==> src/rtl/bitbal_pkg.sv <==
// Shared definitions for the bit-balancing datapath:
// pattern width, FSM states and a popcount helper.
package bitbal_pkg;

  localparam int DEF_WIDTH = 8;
  localparam int DEF_CW    = $clog2(DEF_WIDTH + 1);

  typedef enum logic [1:0] {
    IDLE = 2'd0,
    RUN  = 2'd1,
    DONE = 2'd2
  } state_t;

  function automatic int popcount(input logic [31:0] v);
    int n;
    n = 0;
    for (int i = 0; i < 32; i++)
      n += int'(v[i]);
    return n;
  endfunction

endpackage

==> src/rtl/bresenham_step.sv <==
// One Bresenham step: decides the current bit and the
// residual accumulator for the next position.
module bresenham_step
  import bitbal_pkg::*;
#(
  parameter int WIDTH = DEF_WIDTH,
  parameter int CW    = $clog2(WIDTH + 1)
) (
  input  logic [CW-1:0] acc,
  input  logic [CW-1:0] cnt,
  output logic          out_bit,
  output logic [CW-1:0] next_acc
);

  localparam logic [CW:0] W_S = (CW+1)'(WIDTH);

  logic [CW:0] sum;
  logic [CW:0] rem;

  // One extra bit so acc + cnt never wraps.
  assign sum      = {1'b0, acc} + {1'b0, cnt};
  assign out_bit  = (sum >= W_S);
  assign rem      = out_bit ? (sum - W_S) : sum;
  assign next_acc = rem[CW-1:0];

endmodule

==> src/rtl/bit_spreader.sv <==
// Turns a ones-count into an evenly spread WIDTH-bit
// pattern, streamed LSB-first and then latched as a word.
module bit_spreader
  import bitbal_pkg::*;
#(
  parameter int WIDTH = DEF_WIDTH,
  parameter int CW    = $clog2(WIDTH + 1)
) (
  input  logic             clk,
  input  logic             reset_n,
  input  logic             in_valid,
  output logic             in_ready,
  input  logic [CW-1:0]    in_count,
  output logic             out_valid,
  input  logic             out_ready,
  output logic             out_bit,
  output logic             out_last,
  output logic [WIDTH-1:0] word,
  output logic             word_valid,
  output logic             sat
);

  localparam int          IW  = (WIDTH > 2) ? $clog2(WIDTH) : 1;
  localparam logic [CW-1:0] W_C = CW'(WIDTH);
  localparam logic [IW-1:0] I_L = IW'(WIDTH - 1);

  state_t           state;
  logic [CW-1:0]    cnt;
  logic [CW-1:0]    acc;
  logic [CW-1:0]    acc_nxt;
  logic [IW-1:0]    idx;
  logic [WIDTH-1:0] shreg;
  logic [WIDTH-1:0] shreg_nxt;
  logic             sat_pend;
  logic             step_bit;
  logic             run;

  bresenham_step #(
    .WIDTH (WIDTH),
    .CW    (CW)
  ) u_step (
    .acc      (acc),
    .cnt      (cnt),
    .out_bit  (step_bit),
    .next_acc (acc_nxt)
  );

  assign run        = (state == RUN);
  assign in_ready   = reset_n && (state == IDLE);
  assign out_valid  = run;
  assign out_bit    = run && step_bit;
  assign out_last   = run && (idx == I_L);
  assign word_valid = (state == DONE);

  // Final bit goes straight into word at the last handshake.
  always_comb begin
    shreg_nxt      = shreg;
    shreg_nxt[idx] = step_bit;
  end

  always_ff @(posedge clk or negedge reset_n) begin
    if (!reset_n) begin
      state    <= IDLE;
      cnt      <= '0;
      acc      <= '0;
      idx      <= '0;
      shreg    <= '0;
      sat_pend <= 1'b0;
      word     <= '0;
      sat      <= 1'b0;
    end else begin
      unique case (state)
        IDLE: begin
          if (in_valid) begin
            cnt      <= (in_count > W_C) ? W_C : in_count;
            sat_pend <= (in_count > W_C);
            acc      <= '0;
            idx      <= '0;
            shreg    <= '0;
            state    <= RUN;
          end
        end
        RUN: begin
          if (out_ready) begin
            acc   <= acc_nxt;
            shreg <= shreg_nxt;
            idx   <= idx + IW'(1);
            if (idx == I_L) begin
              word  <= shreg_nxt;
              sat   <= sat_pend;
              state <= DONE;
            end
          end
        end
        DONE:    state <= IDLE;
        default: state <= IDLE;
      endcase
    end
  end

endmodule

==> config.mk <==
export PLATFORM = sky130hd
export DESIGN_NAME = bit_spreader
export DESIGN_NICKNAME = d
export VERILOG_FILES = /design/src/rtl/bitbal_pkg.sv /design/src/rtl/bresenham_step.sv /design/src/rtl/bit_spreader.sv
export SDC_FILE = /design/constraint.sdc
export NUM_CORES = 1
export LEC_CHECK = 0
export CORE_MARGIN = 2
export CORE_UTILIZATION = 45
export CTS_CLUSTER_SIZE = 24
export DETAILED_ROUTE_END_ITERATION = 8
export HOLD_SLACK_MARGIN = 0.15
export MAX_ROUTING_LAYER = met4
export PLACE_DENSITY = 0.64
export SLEW_MARGIN = 25
export SYNTH_ARGS = -nofsm -noshare
export SYNTH_HDL_FRONTEND = slang
export SYNTH_SLANG_ARGS = --single-unit
==> constraint.sdc <==
create_clock -name clk -period 4.1 [get_ports clk]
set_input_delay 0.82 -clock clk [delete_from_list [all_inputs] [get_ports clk]]
set_output_delay 0.82 -clock clk [all_outputs]
set_load 0.02 [all_outputs]
==> report_table.html, run 1 <==
<table>
<tr><th>Metric</th><th>Value</th></tr>
<tr><th colspan="2">Outcome</th></tr>
<tr><td>Status</td><td>finished clean</td></tr>
<tr><th colspan="2">Critical path</th></tr>
<tr><td>CP max-delay cell</td><td>sky130_fd_sc_hd__clkdlybuf4s50_1</td></tr>
<tr><td>Critical Path End Type</td><td>primary output</td></tr>
<tr><td>Largest delay contributor family on the critical path</td><td>buffers and inverters</td></tr>
<tr><td>Critical Path, Cell by Cell</td><td>ha_1 -&gt; inv_1 -&gt; fa_1 -&gt; and3_1 -&gt; a211oi_2 -&gt; buf_4 -&gt; o31a_1 -&gt; clkdlybuf4s50_1</td></tr>
<tr><td>Startpoint-to-endpoint class of the critical path</td><td>reg -&gt; out</td></tr>
<tr><td>Largest stage delay on the critical path</td><td>0.60 ns</td></tr>
<tr><td>Worst path buffer plus inverter count</td><td>3</td></tr>
<tr><td>CP startpoint kind</td><td>register</td></tr>
<tr><td>Required time at the endpoint of the critical path</td><td>3.28 ns</td></tr>
<tr><td>Critical Path AT</td><td>2.79 ns</td></tr>
<tr><td>Maximum fanout along the worst path</td><td>11</td></tr>
<tr><th colspan="2">Layout</th></tr>
<tr><td>End-of-flow core utilization</td><td>56.8%</td></tr>
<tr><td>P&amp;R area growth vs syn</td><td>19.0%</td></tr>
<tr><td>Final Net Count</td><td>208</td></tr>
<tr><td>Ratio of cells with drive above 1 in the final layout</td><td>10.8%</td></tr>
<tr><td>Layout filler cell count</td><td>303</td></tr>
<tr><td>Final standard cell area without fillers</td><td>1940 sq um</td></tr>
<tr><td>Antenna fix cells</td><td>0</td></tr>
<tr><th colspan="2">Routing</th></tr>
<tr><td>Vias per cell</td><td>5.53</td></tr>
<tr><td>Total via count in the routed design</td><td>1326</td></tr>
<tr><td>Final routed DRC violation total</td><td>0</td></tr>
<tr><td>Wire length after detailed routing</td><td>3470 um</td></tr>
<tr><td>1st-iter DRT viols</td><td>93</td></tr>
<tr><td>Average wire per standard cell</td><td>14.5 um</td></tr>
<tr><td>Detail Route Antenna Nets</td><td>0</td></tr>
<tr><td>Length of the first detailed-routing pass in iterations</td><td>4</td></tr>
<tr><th colspan="2">Logic synthesis</th></tr>
<tr><td>Post-synth top area share</td><td>47.6%</td></tr>
<tr><td>Count of flip-flops with a built-in enable after synthesis</td><td>0</td></tr>
<tr><td>Synthesized area divided by synthesized cell count</td><td>9.53 sq um</td></tr>
<tr><td>Top area cells in the synthesized netlist</td><td>sky130_fd_sc_hd__dfrtp_1, sky130_fd_sc_hd__nand2_1, sky130_fd_sc_hd__o21ai_1, sky130_fd_sc_hd__ha_1, sky130_fd_sc_hd__o21ai_0</td></tr>
<tr><td>Count of distinct cell types in the synthesized netlist</td><td>40</td></tr>
<tr><td>Async set-reset flop share out of synthesis</td><td>100%</td></tr>
<tr><td>Cell area after synthesis</td><td>1630 sq um</td></tr>
<tr><td>Count of synthesis-stage warnings from yosys</td><td>0</td></tr>
<tr><td>Flip-flop cell with the highest count after synthesis</td><td>sky130_fd_sc_hd__dfrtp_1</td></tr>
<tr><td>Post-synthesis sequential area ratio</td><td>47.6%</td></tr>
<tr><td>Net count of the mapped netlist</td><td>186</td></tr>
<tr><td>Cell count after synthesis</td><td>171</td></tr>
<tr><td>Number of synthesized register bits</td><td>31</td></tr>
<tr><td>Post-synthesis cell type with the largest combined area</td><td>sky130_fd_sc_hd__dfrtp_1</td></tr>
<tr><td>Cell types with the highest counts after synthesis</td><td>sky130_fd_sc_hd__dfrtp_1, sky130_fd_sc_hd__nand2_1, sky130_fd_sc_hd__o21ai_1, sky130_fd_sc_hd__o21ai_0, sky130_fd_sc_hd__nor2_1</td></tr>
<tr><td>Most numerous cell in the Yosys netlist</td><td>sky130_fd_sc_hd__dfrtp_1</td></tr>
<tr><th colspan="2">Power and ir drop</th></tr>
<tr><td>Worst-case vdd ir drop</td><td>0.467 mV</td></tr>
<tr><td>Net switching power</td><td>0.584 mW</td></tr>
<tr><td>Net Sw Frac</td><td>41.3%</td></tr>
<tr><td>Seq pwr share</td><td>36.4%</td></tr>
<tr><td>Power density relative to cell area</td><td>728 nW/um^2</td></tr>
<tr><td>Part of the total power dissipated in combinational logic</td><td>49.1%</td></tr>
<tr><td>Clock Power Share</td><td>14.5%</td></tr>
<tr><td>Post-layout total power</td><td>1.41 mW</td></tr>
<tr><td>Leakage power total</td><td>0.851 nW</td></tr>
<tr><td>Internal power of the cells</td><td>0.829 mW</td></tr>
<tr><th colspan="2">STA</th></tr>
<tr><td>Worst clock skew</td><td>0.00337 ns</td></tr>
<tr><td>Worst-margin pin slew</td><td>0.704 ns</td></tr>
<tr><td>Post-layout min period</td><td>3.61 ns</td></tr>
<tr><td>Share of the cycle needed by the critical path after routing</td><td>88.0%</td></tr>
<tr><td>Highest attainable clock frequency</td><td>0.277 GHz</td></tr>
<tr><td>WHS</td><td>0.492 ns</td></tr>
<tr><td>Hold Fails Final Rpt</td><td>0</td></tr>
<tr><td>Total count of max-transition violations in the final report</td><td>0</td></tr>
<tr><td>Normalized max-slew margin</td><td>52.8%</td></tr>
<tr><td>Setup tns final</td><td>0 ns</td></tr>
<tr><td>Setup repair after global routing missed its margin</td><td>false</td></tr>
<tr><td>Final setup violating endpoints</td><td>0</td></tr>
<tr><th colspan="2">GRT</th></tr>
<tr><td>Grt ovf</td><td>0</td></tr>
<tr><td>Wire length of the first global-routing pass</td><td>6150 um</td></tr>
<tr><td>Vias in the first global route</td><td>1319</td></tr>
<tr><td>Number of antenna violations at the first check in global routing</td><td>0</td></tr>
<tr><td>Pin count of the biggest net entering global routing</td><td>32</td></tr>
<tr><td>Global-route total usage across every layer</td><td>20.1%</td></tr>
<tr><th colspan="2">Placed design</th></tr>
<tr><td>Count of input and output buffers</td><td>21</td></tr>
<tr><td>Area post-placement</td><td>1870 sq um</td></tr>
<tr><td>Final HPWL from detailed placement</td><td>2400 um</td></tr>
<tr><td>Placer Congestion</td><td>0.800</td></tr>
<tr><th colspan="2">Floorplanning</th></tr>
<tr><td>Core Footprint</td><td>3420 sq um</td></tr>
<tr><td>Number of top-level pins</td><td>22</td></tr>
<tr><td>Row cnt</td><td>21</td></tr>
<tr><td>Height of the die</td><td>64.2 um</td></tr>
<tr><td>Die X</td><td>64.2 um</td></tr>
<tr><td>Starting Density</td><td>47.7%</td></tr>
<tr><td>Overall die area</td><td>4120 sq um</td></tr>
<tr><th colspan="2">CTS</th></tr>
<tr><td>Clock tree root driver cell</td><td>sky130_fd_sc_hd__clkbuf_4</td></tr>
<tr><td>Clock latency at the later pin of the worst-skew pair</td><td>0.33 ns</td></tr>
<tr><td>Number of buffers on the longest clock path</td><td>2</td></tr>
<tr><td>Number of gates resized after CTS</td><td>0</td></tr>
<tr><td>Post-CTS setup-driven buffer insertion count</td><td>0</td></tr>
<tr><td>Total number of H-tree levels</td><td>2</td></tr>
<tr><td>Clock transition time at the flip-flop clock pins of the worst setup and hold paths</td><td>0.10 ns</td></tr>
<tr><td>Number of clock sinks</td><td>31</td></tr>
<tr><td>Clock tree from TritonCTS</td><td>built</td></tr>
<tr><td>Total clock buffers created by CTS</td><td>5</td></tr>
<tr><td>Hold-fix buffers at CTS</td><td>0</td></tr>
<tr><th colspan="2">Hold path</th></tr>
<tr><td>Path type of the worst min-delay path</td><td>reg -&gt; reg</td></tr>
<tr><th colspan="2">Flow run</th></tr>
<tr><td>Max-cap viol count</td><td>0</td></tr>
</table>
-- cells in the final DEF (no fill, tap or decap), types with 2 or more instances in the layout --
cell type                         synthesis  final
sky130_fd_sc_hd__dfrtp_1                 31     31
sky130_fd_sc_hd__nand2_1                 28     28
sky130_fd_sc_hd__clkdlybuf4s50_1          0     21
sky130_fd_sc_hd__o21ai_1                 17     17
sky130_fd_sc_hd__o21ai_0                 11     11
sky130_fd_sc_hd__nor2_1                  10     10
sky130_fd_sc_hd__inv_1                    9      9
sky130_fd_sc_hd__o22ai_1                  8      8
sky130_fd_sc_hd__ha_1                     6      6
sky130_fd_sc_hd__clkbuf_4                 0      5
sky130_fd_sc_hd__nor3b_1                  4      4
sky130_fd_sc_hd__a22o_1                   3      3
sky130_fd_sc_hd__and3b_1                  3      3
sky130_fd_sc_hd__nand2b_1                 3      3
sky130_fd_sc_hd__and3_1                   2      2
sky130_fd_sc_hd__a211oi_2                 2      2
sky130_fd_sc_hd__mux2_2                   2      2
sky130_fd_sc_hd__nand3_1                  2      2
sky130_fd_sc_hd__o31ai_1                  2      2
sky130_fd_sc_hd__clkbuf_8                 0      2
sky130_fd_sc_hd__buf_4                    1      2
-- worst reg2reg max path, cell delays in order, from the launching register on --
cell	delay [ns]
sky130_fd_sc_hd__dfrtp_1	0.39
sky130_fd_sc_hd__ha_1	0.24
sky130_fd_sc_hd__inv_1	0.08
sky130_fd_sc_hd__fa_1	0.22
sky130_fd_sc_hd__and3_1	0.18
sky130_fd_sc_hd__a211oi_2	0.07
sky130_fd_sc_hd__buf_4	0.18
sky130_fd_sc_hd__o31ai_2	0.59
sky130_fd_sc_hd__o21ai_1	0.15
-- flip-flops by register name (all words and copies together) (netlist names) --
name      cells
acc           4
cnt           4
idx           3
sat           1
sat_pend      1
shreg         8
state         2
word          8
-- through the flow --
step	instances	setup slack, ns
after CTS	240	0.498
after floorplan	171	1.43
final	240	0.491
after global placement	232	0.938
after detailed placement	232	0.882
after global routing	240	0.335
-- final timing paths --
kind / start / endpoint / slack, ns / cells past startpoint
worst min register to register: word[2] / word[2] / 0.49 / 2
worst max-delay path: cnt[0] / out_bit / 0.49 / 8
min in group asynchronous: reset_n / word[2] / 0.92 / 2
worst max register to register: cnt[0] / shreg[3] / 1.85 / 8
worst min-delay path: word[2] / word[2] / 0.49 / 2
max in group asynchronous: reset_n / idx[0] / 2.89 / 2
-- power groups by stage --
stage,registers [mW],logic (mW),clock network [mW]
final,0.514,0.694,0.205
after global routing,0.534,0.772,0.228
after CTS,0.514,0.694,0.209
after detailed placement,0.519,0.692,0
after global placement,0.511,0.671,0
after floorplan,0.510,0.485,0
-- logic make-up (layout without fill, tap and decap cells) --
family / count (synthesis) / in the layout / share of synthesized area [%]
mux: 2 / 2 / 1.38
simple gates: 61 / 61 / 19.2
flops: 31 / 31 / 47.6
fa+ha+maj: 7 / 7 / 5.83
xor+xnor: 2 / 2 / 1.07
buf+inv: 17 / 40 / 4.60
compound gates: 51 / 51 / 20.3
-- metal layers --
metal	GRT usage (%)	part of all wire, %	vias up
met1	21.9	43	634
met4	10.6	2.6	0
met5	-	0	-
met3	4.75	4.0	8
li1	-	-	641
met2	34.0	50	43
-- area by class of cell --
type,count,area (sq um),share of cell area (%)
inverter,9,33.8,1.74
sequential,31,776,40.0
multi-input combinational,123,779,40.2
clock buffer,8,68.8,3.55
timing repair buffer,23,225,11.6
tap,46,57.6,2.97
Power figures use the tool's default switching activity.
==> run 2: changes to the inputs <==
PLACE_DENSITY = 0.67   (was 0.64)
clock period = 3 ns   (was 4.1 ns; I/O delays follow)
==> run 2 against run 1 <==
Effect of this change:
- power up 35%
- setup slack worse by 0.30 ns
- combinational power up 34%
- non-clock buffer count increased by 1
- critical endpoint unchanged
- critical path depth decreased by 1
==> report_table.html, run 2 (synthesis results as in run 1) <==
<table>
<tr><th>Metric</th><th>Value</th></tr>
<tr><th colspan="2">Outcome</th></tr>
<tr><td>Status</td><td>finished clean (unchanged)</td></tr>
<tr><th colspan="2">Layout</th></tr>
<tr><td>Largest registers</td><td>shreg (8), word (8) (unchanged)</td></tr>
<tr><td>Non-filler instance count after layout</td><td>241 (was 240)</td></tr>
<tr><td>Most frequent cells in the layout</td><td>sky130_fd_sc_hd__dfrtp_1, sky130_fd_sc_hd__nand2_1, sky130_fd_sc_hd__clkdlybuf4s50_1 (unchanged)</td></tr>
<tr><td>Antenna fix cells</td><td>0 (unchanged)</td></tr>
<tr><td>Most common library cell in the layout ignoring fill and taps</td><td>sky130_fd_sc_hd__dfrtp_1 (unchanged)</td></tr>
<tr><td>Final Net Count</td><td>209 (was 208)</td></tr>
<tr><td>Ratio of cells with drive above 1 in the final layout</td><td>11.8% (was 10.8%)</td></tr>
<tr><td>P&amp;R area growth vs syn</td><td>19.2% (was 19.0%)</td></tr>
<tr><th colspan="2">GRT</th></tr>
<tr><td>Met3 Track Usage GR</td><td>5.99% (was 4.75%)</td></tr>
<tr><td>Number of antenna violations at the first check in global routing</td><td>0 (unchanged)</td></tr>
<tr><td>Global-route total usage across every layer</td><td>18.3% (was 20.1%)</td></tr>
<tr><td>Grt ovf</td><td>0 (unchanged)</td></tr>
<tr><td>Met1 track utilization from global routing</td><td>22.2% (was 21.9%)</td></tr>
<tr><td>Fraction of met2 tracks used by global routing</td><td>29.9% (was 34.0%)</td></tr>
<tr><td>Pin count of the biggest net entering global routing</td><td>32 (unchanged)</td></tr>
<tr><td>Vias in the first global route</td><td>1221 (was 1319)</td></tr>
<tr><td>Busiest layer in global routing</td><td>met2 (unchanged)</td></tr>
<tr><td>Wire length of the first global-routing pass</td><td>5630 um (was 6150 um)</td></tr>
<tr><th colspan="2">CTS</th></tr>
<tr><td>Clock tree from TritonCTS</td><td>built (unchanged)</td></tr>
<tr><td>Total number of H-tree levels</td><td>2 (unchanged)</td></tr>
<tr><td>Clock latency at the later pin of the worst-skew pair</td><td>0.33 ns (about the same)</td></tr>
<tr><td>Clock transition time at the flip-flop clock pins of the worst setup and hold paths</td><td>0.10 ns (about the same)</td></tr>
<tr><td>Clock tree root driver cell</td><td>sky130_fd_sc_hd__clkbuf_4 (unchanged)</td></tr>
<tr><td>Number of buffers on the longest clock path</td><td>2 (unchanged)</td></tr>
<tr><td>Total clock buffers created by CTS</td><td>5 (unchanged)</td></tr>
<tr><td>Number of clock sinks</td><td>31 (unchanged)</td></tr>
<tr><td>Post-CTS setup-driven buffer insertion count</td><td>0 (unchanged)</td></tr>
<tr><th colspan="2">Critical path</th></tr>
<tr><td>Critical Path End Type</td><td>primary output (unchanged)</td></tr>
<tr><td>Slack of the worst reg-to-reg path</td><td>0.72 ns (was 1.85 ns)</td></tr>
<tr><td>Startpoint-to-endpoint class of the critical path</td><td>reg -&gt; out (unchanged)</td></tr>
<tr><td>Critical Path AT</td><td>2.21 ns (was 2.79 ns)</td></tr>
<tr><td>CP startpoint kind</td><td>register (unchanged)</td></tr>
<tr><td>Number of cells traversed by the worst register-to-register path</td><td>8 (unchanged)</td></tr>
<tr><td>Worst reg2reg endpoint</td><td>shreg[0] (was shreg[3])</td></tr>
<tr><td>Maximum fanout along the worst path</td><td>3 (was 11)</td></tr>
<tr><td>R2R Path Start</td><td>cnt[0] (unchanged)</td></tr>
<tr><td>Required time at the endpoint of the critical path</td><td>2.40 ns (was 3.28 ns)</td></tr>
<tr><th colspan="2">Floorplanning</th></tr>
<tr><td>Starting Density</td><td>47.7% (unchanged)</td></tr>
<tr><td>Row cnt</td><td>21 (unchanged)</td></tr>
<tr><td>Number of top-level pins</td><td>22 (unchanged)</td></tr>
<tr><td>Die X</td><td>64.2 um (unchanged)</td></tr>
<tr><td>Height of the die</td><td>64.2 um (unchanged)</td></tr>
<tr><td>Core Footprint</td><td>3420 sq um (unchanged)</td></tr>
<tr><td>Overall die area</td><td>4120 sq um (unchanged)</td></tr>
<tr><th colspan="2">Routing</th></tr>
<tr><td>Wire length after detailed routing</td><td>3290 um (was 3470 um)</td></tr>
<tr><td>Total via count in the routed design</td><td>1294 (was 1326)</td></tr>
<tr><td>Final routed DRC violation total</td><td>0 (unchanged)</td></tr>
<tr><td>Average wire per standard cell</td><td>13.7 um (was 14.5 um)</td></tr>
<tr><td>Vias per cell</td><td>5.37 (was 5.53)</td></tr>
<tr><td>Length of the first detailed-routing pass in iterations</td><td>4 (unchanged)</td></tr>
<tr><td>1st-iter DRT viols</td><td>36 (was 93)</td></tr>
<tr><td>Detail Route Antenna Nets</td><td>0 (unchanged)</td></tr>
<tr><th colspan="2">STA</th></tr>
<tr><td>Normalized max-slew margin</td><td>54.9% (was 52.8%)</td></tr>
<tr><td>Worst-margin pin slew</td><td>0.674 ns (was 0.704 ns)</td></tr>
<tr><td>Post-layout min period</td><td>2.81 ns</td></tr>
<tr><td>Setup tns final</td><td>0 ns (unchanged)</td></tr>
<tr><td>WHS</td><td>0.488 ns (was 0.492 ns)</td></tr>
<tr><td>Total count of max-transition violations in the final report</td><td>0 (unchanged)</td></tr>
<tr><td>Hold Fails Final Rpt</td><td>0 (unchanged)</td></tr>
<tr><td>Setup repair after global routing missed its margin</td><td>false (unchanged)</td></tr>
<tr><td>Highest attainable clock frequency</td><td>0.356 GHz</td></tr>
<tr><td>Final setup violating endpoints</td><td>0 (unchanged)</td></tr>
<tr><td>Worst clock skew</td><td>0.0104 ns (was 0.00337 ns)</td></tr>
<tr><td>Share of the cycle needed by the critical path after routing</td><td>93.7%</td></tr>
<tr><th colspan="2">Power and ir drop</th></tr>
<tr><td>Power density relative to cell area</td><td>982 nW/um^2 (was 728 nW/um^2)</td></tr>
<tr><td>Leakage power total</td><td>0.856 nW (was 0.851 nW)</td></tr>
<tr><td>Worst-case vdd ir drop</td><td>0.628 mV (was 0.467 mV)</td></tr>
<tr><th colspan="2">Hold path</th></tr>
<tr><td>Worst min-delay path startpoint</td><td>word[4] (was word[2])</td></tr>
<tr><td>Path type of the worst min-delay path</td><td>reg -&gt; reg (unchanged)</td></tr>
<tr><td>Number of cells on the worst hold path</td><td>2 (unchanged)</td></tr>
<tr><td>Endpoint with the worst hold slack</td><td>word[4] (was word[2])</td></tr>
<tr><th colspan="2">Flow run</th></tr>
<tr><td>Max-cap viol count</td><td>0 (unchanged)</td></tr>
<tr><th colspan="2">Placed design</th></tr>
<tr><td>Placer Congestion</td><td>0.863 (was 0.800)</td></tr>
<tr><td>Number of placed instances, taps included</td><td>233 (was 232)</td></tr>
<tr><td>Count of input and output buffers</td><td>21 (unchanged)</td></tr>
<tr><td>Final HPWL from detailed placement</td><td>2330 um (was 2400 um)</td></tr>
</table>
[run 2: changes by cell type in the layout (fill, tap and decap cells not counted)]
cell                              delta
sky130_fd_sc_hd__clkbuf_2            +1
sky130_fd_sc_hd__buf_4               +1
sky130_fd_sc_hd__clkdlybuf4s50_1     -1
[run 2: worst max-delay path by stage]
stage	cells after the start	slack (ns)	start	endpoint
2_1_floorplan	7	0.55	cnt[0]	out_bit
3_3_place_gp	7	0.23	cnt[0]	out_bit
3_5_place_dp	7	0.13	acc[0]	out_bit
4_1_cts	7	0.008	cnt[0]	out_bit
5_1_grt	7	0.06	acc[0]	out_bit
6_report	7	0.19	cnt[0]	out_bit
[run 2: per-stage QoR]
step                      instance area, sq um  util (%)  total power, mW  worst slack [ns]
final                                     1940      56.9             1.91             0.188
after global routing                      1940      56.9             2.06            0.0636
after CTS                                 1950      57.0             1.93           0.00784
after detailed placement                  1880      55.0             1.65             0.129
after global placement                    1880      55.0             1.62             0.229
after floorplan                           1630         -             1.36             0.553
[run 2: critical path: stages, from the launching register on]
cell	delay, ns
sky130_fd_sc_hd__dfrtp_1	0.36
sky130_fd_sc_hd__ha_1	0.21
sky130_fd_sc_hd__inv_1	0.07
sky130_fd_sc_hd__fa_1	0.41
sky130_fd_sc_hd__and3_1	0.22
sky130_fd_sc_hd__a211oi_2	0.29
sky130_fd_sc_hd__o31a_1	0.16
sky130_fd_sc_hd__clkbuf_2	0.16
[run 2: per-layer routing]
| metal | routed length, um | vias up |
|---|---|---|
| met5 | 0 | - |
| met4 | 34 | 0 |
| met3 | 116 | 5 |
| met2 | 1610 | 19 |
| met1 | 1530 | 622 |
| li1 | - | 648 |
[run 2: cell type report]
class	instances	area, sq um
fill	316	1470
tap	46	57.6
multi-input combinational	123	779
sequential	31	776
inverter	9	33.8
timing repair buffer	24	228
clock buffer	8	68.8
[run 2: what timing repair did]
| action | CTS | global route |
|---|---|---|
| endpoints found under the setup margin | 1 | 1 |
| hold endpoints to repair | 0 | 0 |
| gates resized for setup | 1 | 2 |
| cloned | 0 | 0 |
| hold buffers | 0 | 0 |
[run 2: report_power, final]
part / leakage (nW) / total (mW) / switching (mW) / internal (mW)
clock: 0.0386 / 0.282 / 0.144 / 0.138
sequential: 0.411 / 0.699 / 0.133 / 0.566
combinational: 0.407 / 0.928 / 0.511 / 0.416
total: 0.856 / 1.91 / 0.788 / 1.12
==> run 3: changes to the inputs <==
clock period = 2.45 ns   (was 3 ns; I/O delays follow)
==> run 3 against run 2 <==
Effect of this change:
- power grew 28%
- largest power group unchanged
- global-route usage is 0.99 points higher
- clock power decreased by 5%
- critical path type unchanged
- worst hold slack worse by 0.0030 ns
- utilization is 2.4 points higher
- combinational power increased by 48%
==> report_table.html, run 3 (synthesis results as in run 1) <==
<table>
<tr><th>Metric</th><th>Value</th></tr>
<tr><th colspan="2">Placed design</th></tr>
<tr><td>Final HPWL from detailed placement</td><td>2310 um (was 2330 um)</td></tr>
<tr><td>Placer Congestion</td><td>0.851 (was 0.863)</td></tr>
<tr><td>Count of input and output buffers</td><td>21 (unchanged)</td></tr>
<tr><td>Place WS</td><td>-0.180 ns (was 0.129 ns)</td></tr>
<tr><th colspan="2">Layout</th></tr>
<tr><td>Ratio of cells with drive above 1 in the final layout</td><td>17.6% (was 11.8%)</td></tr>
<tr><td>Most frequent cells in the layout</td><td>sky130_fd_sc_hd__dfrtp_1, sky130_fd_sc_hd__nand2_1, sky130_fd_sc_hd__clkdlybuf4s50_1 (unchanged)</td></tr>
<tr><td>Largest registers</td><td>shreg (8), word (8) (unchanged)</td></tr>
<tr><td>Most common library cell in the layout ignoring fill and taps</td><td>sky130_fd_sc_hd__dfrtp_1 (unchanged)</td></tr>
<tr><td>Layout filler cell count</td><td>306 (was 316)</td></tr>
<tr><td>P&amp;R area growth vs syn</td><td>24.2% (was 19.2%)</td></tr>
<tr><td>Final Net Count</td><td>220 (was 209)</td></tr>
<tr><td>Antenna fix cells</td><td>0 (unchanged)</td></tr>
<tr><th colspan="2">Routing</th></tr>
<tr><td>Wire length after detailed routing</td><td>3280 um (was 3290 um)</td></tr>
<tr><td>Average wire per standard cell</td><td>13.1 um (was 13.7 um)</td></tr>
<tr><td>1st-iter DRT viols</td><td>68 (was 36)</td></tr>
<tr><td>Final routed DRC violation total</td><td>0 (unchanged)</td></tr>
<tr><td>Vias per cell</td><td>5.23 (was 5.37)</td></tr>
<tr><td>Length of the first detailed-routing pass in iterations</td><td>5 (was 4)</td></tr>
<tr><td>Detail Route Antenna Nets</td><td>0 (unchanged)</td></tr>
<tr><td>Total via count in the routed design</td><td>1307 (was 1294)</td></tr>
<tr><th colspan="2">CTS</th></tr>
<tr><td>Total clock buffers created by CTS</td><td>5 (unchanged)</td></tr>
<tr><td>Clock tree from TritonCTS</td><td>built (unchanged)</td></tr>
<tr><td>Clock tree root driver cell</td><td>sky130_fd_sc_hd__clkbuf_4 (unchanged)</td></tr>
<tr><td>Total number of H-tree levels</td><td>2 (unchanged)</td></tr>
<tr><td>Number of clock sinks</td><td>31 (unchanged)</td></tr>
<tr><td>Number of buffers on the longest clock path</td><td>2 (unchanged)</td></tr>
<tr><td>Clock transition time at the flip-flop clock pins of the worst setup and hold paths</td><td>0.09 ns (was 0.10 ns)</td></tr>
<tr><td>Clock latency at the later pin of the worst-skew pair</td><td>0.33 ns (about the same)</td></tr>
<tr><td>Hold-fix buffers at CTS</td><td>0 (unchanged)</td></tr>
<tr><th colspan="2">GRT</th></tr>
<tr><td>Grt ovf</td><td>0 (unchanged)</td></tr>
<tr><td>Global-route total usage across every layer</td><td>19.3% (was 18.3%)</td></tr>
<tr><td>Number of antenna violations at the first check in global routing</td><td>0 (unchanged)</td></tr>
<tr><td>Pin count of the biggest net entering global routing</td><td>32 (unchanged)</td></tr>
<tr><td>Wire length of the first global-routing pass</td><td>5940 um (was 5630 um)</td></tr>
<tr><td>Vias in the first global route</td><td>1314 (was 1221)</td></tr>
<tr><th colspan="2">Power and ir drop</th></tr>
<tr><td>Power density relative to cell area</td><td>1200 nW/um^2 (was 982 nW/um^2)</td></tr>
<tr><td>Leakage power total</td><td>0.915 nW (was 0.856 nW)</td></tr>
<tr><td>Worst-case vdd ir drop</td><td>0.911 mV (was 0.628 mV)</td></tr>
<tr><td>Post-layout total power</td><td>2.44 mW (was 1.91 mW)</td></tr>
<tr><th colspan="2">Floorplanning</th></tr>
<tr><td>Overall die area</td><td>4120 sq um (unchanged)</td></tr>
<tr><td>Die X</td><td>64.2 um (unchanged)</td></tr>
<tr><td>Starting Density</td><td>47.7% (unchanged)</td></tr>
<tr><td>Number of top-level pins</td><td>22 (unchanged)</td></tr>
<tr><td>Core Footprint</td><td>3420 sq um (unchanged)</td></tr>
<tr><td>Row cnt</td><td>21 (unchanged)</td></tr>
<tr><td>Height of the die</td><td>64.2 um (unchanged)</td></tr>
<tr><th colspan="2">Critical path</th></tr>
<tr><td>Critical Path End Type</td><td>primary output (unchanged)</td></tr>
<tr><td>Required time at the endpoint of the critical path</td><td>1.96 ns (was 2.40 ns)</td></tr>
<tr><td>Worst path buffer plus inverter count</td><td>2 (unchanged)</td></tr>
<tr><td>CP max-delay cell</td><td>sky130_fd_sc_hd__dfrtp_1 (was sky130_fd_sc_hd__fa_1)</td></tr>
<tr><td>Critical Path AT</td><td>1.94 ns (was 2.21 ns)</td></tr>
<tr><td>Slack of the worst reg-to-reg path</td><td>0.15 ns (was 0.72 ns)</td></tr>
<tr><td>Startpoint-to-endpoint class of the critical path</td><td>reg -&gt; out (unchanged)</td></tr>
<tr><td>Maximum fanout along the worst path</td><td>2 (was 3)</td></tr>
<tr><td>Largest stage delay on the critical path</td><td>0.38 ns (was 0.41 ns)</td></tr>
<tr><td>CP startpoint kind</td><td>register (unchanged)</td></tr>
<tr><td>Critical Path, Cell by Cell</td><td>ha_2 -&gt; inv_2 -&gt; fa_2 -&gt; and3_4 -&gt; a211oi_4 -&gt; o31a_1 -&gt; buf_6 (was ha_1 -&gt; inv_1 -&gt; fa_1 -&gt; and3_1 -&gt; a211oi_2 -&gt; o31a_1 -&gt; clkbuf_2)</td></tr>
<tr><td>Largest delay contributor family on the critical path</td><td>adder cells (unchanged)</td></tr>
<tr><th colspan="2">STA</th></tr>
<tr><td>Normalized max-slew margin</td><td>58.0% (was 54.9%)</td></tr>
<tr><td>Least setup slack across all paths after layout</td><td>0.0153 ns (was 0.188 ns)</td></tr>
<tr><td>Final setup violating endpoints</td><td>0 (unchanged)</td></tr>
<tr><td>Worst-margin pin slew</td><td>0.628 ns (was 0.674 ns)</td></tr>
<tr><td>Worst clock skew</td><td>0.00592 ns (was 0.0104 ns)</td></tr>
<tr><td>Share of the cycle needed by the critical path after routing</td><td>99.4%</td></tr>
<tr><td>Setup repair after global routing missed its margin</td><td>true (was false)</td></tr>
<tr><td>Highest attainable clock frequency</td><td>0.411 GHz</td></tr>
<tr><td>Total count of max-transition violations in the final report</td><td>0 (unchanged)</td></tr>
<tr><td>Post-layout min period</td><td>2.43 ns</td></tr>
<tr><td>Hold Fails Final Rpt</td><td>0 (unchanged)</td></tr>
<tr><th colspan="2">Flow run</th></tr>
<tr><td>Max-cap viol count</td><td>0 (unchanged)</td></tr>
<tr><th colspan="2">Hold path</th></tr>
<tr><td>Path type of the worst min-delay path</td><td>reg -&gt; reg (unchanged)</td></tr>
<tr><th colspan="2">Outcome</th></tr>
<tr><td>Status</td><td>finished clean (unchanged)</td></tr>
</table>
run 3: timing repair:
action	4_1_cts	5_1_grt
buffers inserted	2	1
gates resized for setup	10	2
pin swaps	3	2
endpoints found under the hold margin	0	0
endpoints found under the setup margin	1	2
run 3: through the flow:
| step | hold WS [ns] | TNS, ns | area, sq um | cells | utilization, % |
|---|---|---|---|---|---|
| after floorplan | 0.194 | 0 | 1630 | 171 | - |
| after global placement | 0.458 | -0.122 | 1940 | 241 | 56.8 |
| after detailed placement | 0.470 | -0.180 | 1940 | 241 | 56.8 |
| after CTS | 0.491 | -0.00464 | 2010 | 249 | 58.8 |
| after global routing | 0.517 | -0.0864 | 2020 | 250 | 59.3 |
| final | 0.485 | 0 | 2020 | 250 | 59.3 |
run 3: routing by layer:
layer / global-route usage (%) / share of wire (%)
met5: - / 0
met4: 5.59 / 1.3
met3: 5.81 / 3.3
met2: 31.3 / 48
met1: 23.5 / 47
run 3: path summary, 6_finish.rpt:
kind                           from        to  depth (start not counted)
max reg2reg                  cnt[1]  shreg[6]                          8
min                        sat_pend  sat_pend                          2
min reg2reg                sat_pend  sat_pend                          2
max                          cnt[0]   out_bit                          7
min in group asynchronous   reset_n   word[2]                          2
max in group asynchronous   reset_n   word[6]                          2
run 3: layout make-up:
type,count,area [sq um],area share (%)
multi-input cells,123,797,39.4
repair buffers,35,319,15.8
inverters,9,33.8,1.67
clock buffers,6,41.3,2.04
well taps,46,57.6,2.84
flip-flops and latches,31,776,38.3
run 3: power breakdown:
group	switching, mW	internal, mW	total [mW]	leakage (nW)
registers	0.109	0.694	0.804	0.411
logic	0.719	0.649	1.37	0.481
clock network	0.166	0.102	0.268	0.0242
run 3: worst register-to-register path: stages (launching register included):
cell and delay (ns):
sky130_fd_sc_hd__dfrtp_1 0.39, sky130_fd_sc_hd__buf_4 0.14, sky130_fd_sc_hd__ha_1 0.31, sky130_fd_sc_hd__a211oi_2 0.27, sky130_fd_sc_hd__a211oi_4 0.08, sky130_fd_sc_hd__buf_4 0.14, sky130_fd_sc_hd__buf_4 0.16, sky130_fd_sc_hd__o31ai_2 0.52
sky130_fd_sc_hd__o21ai_1 0.16
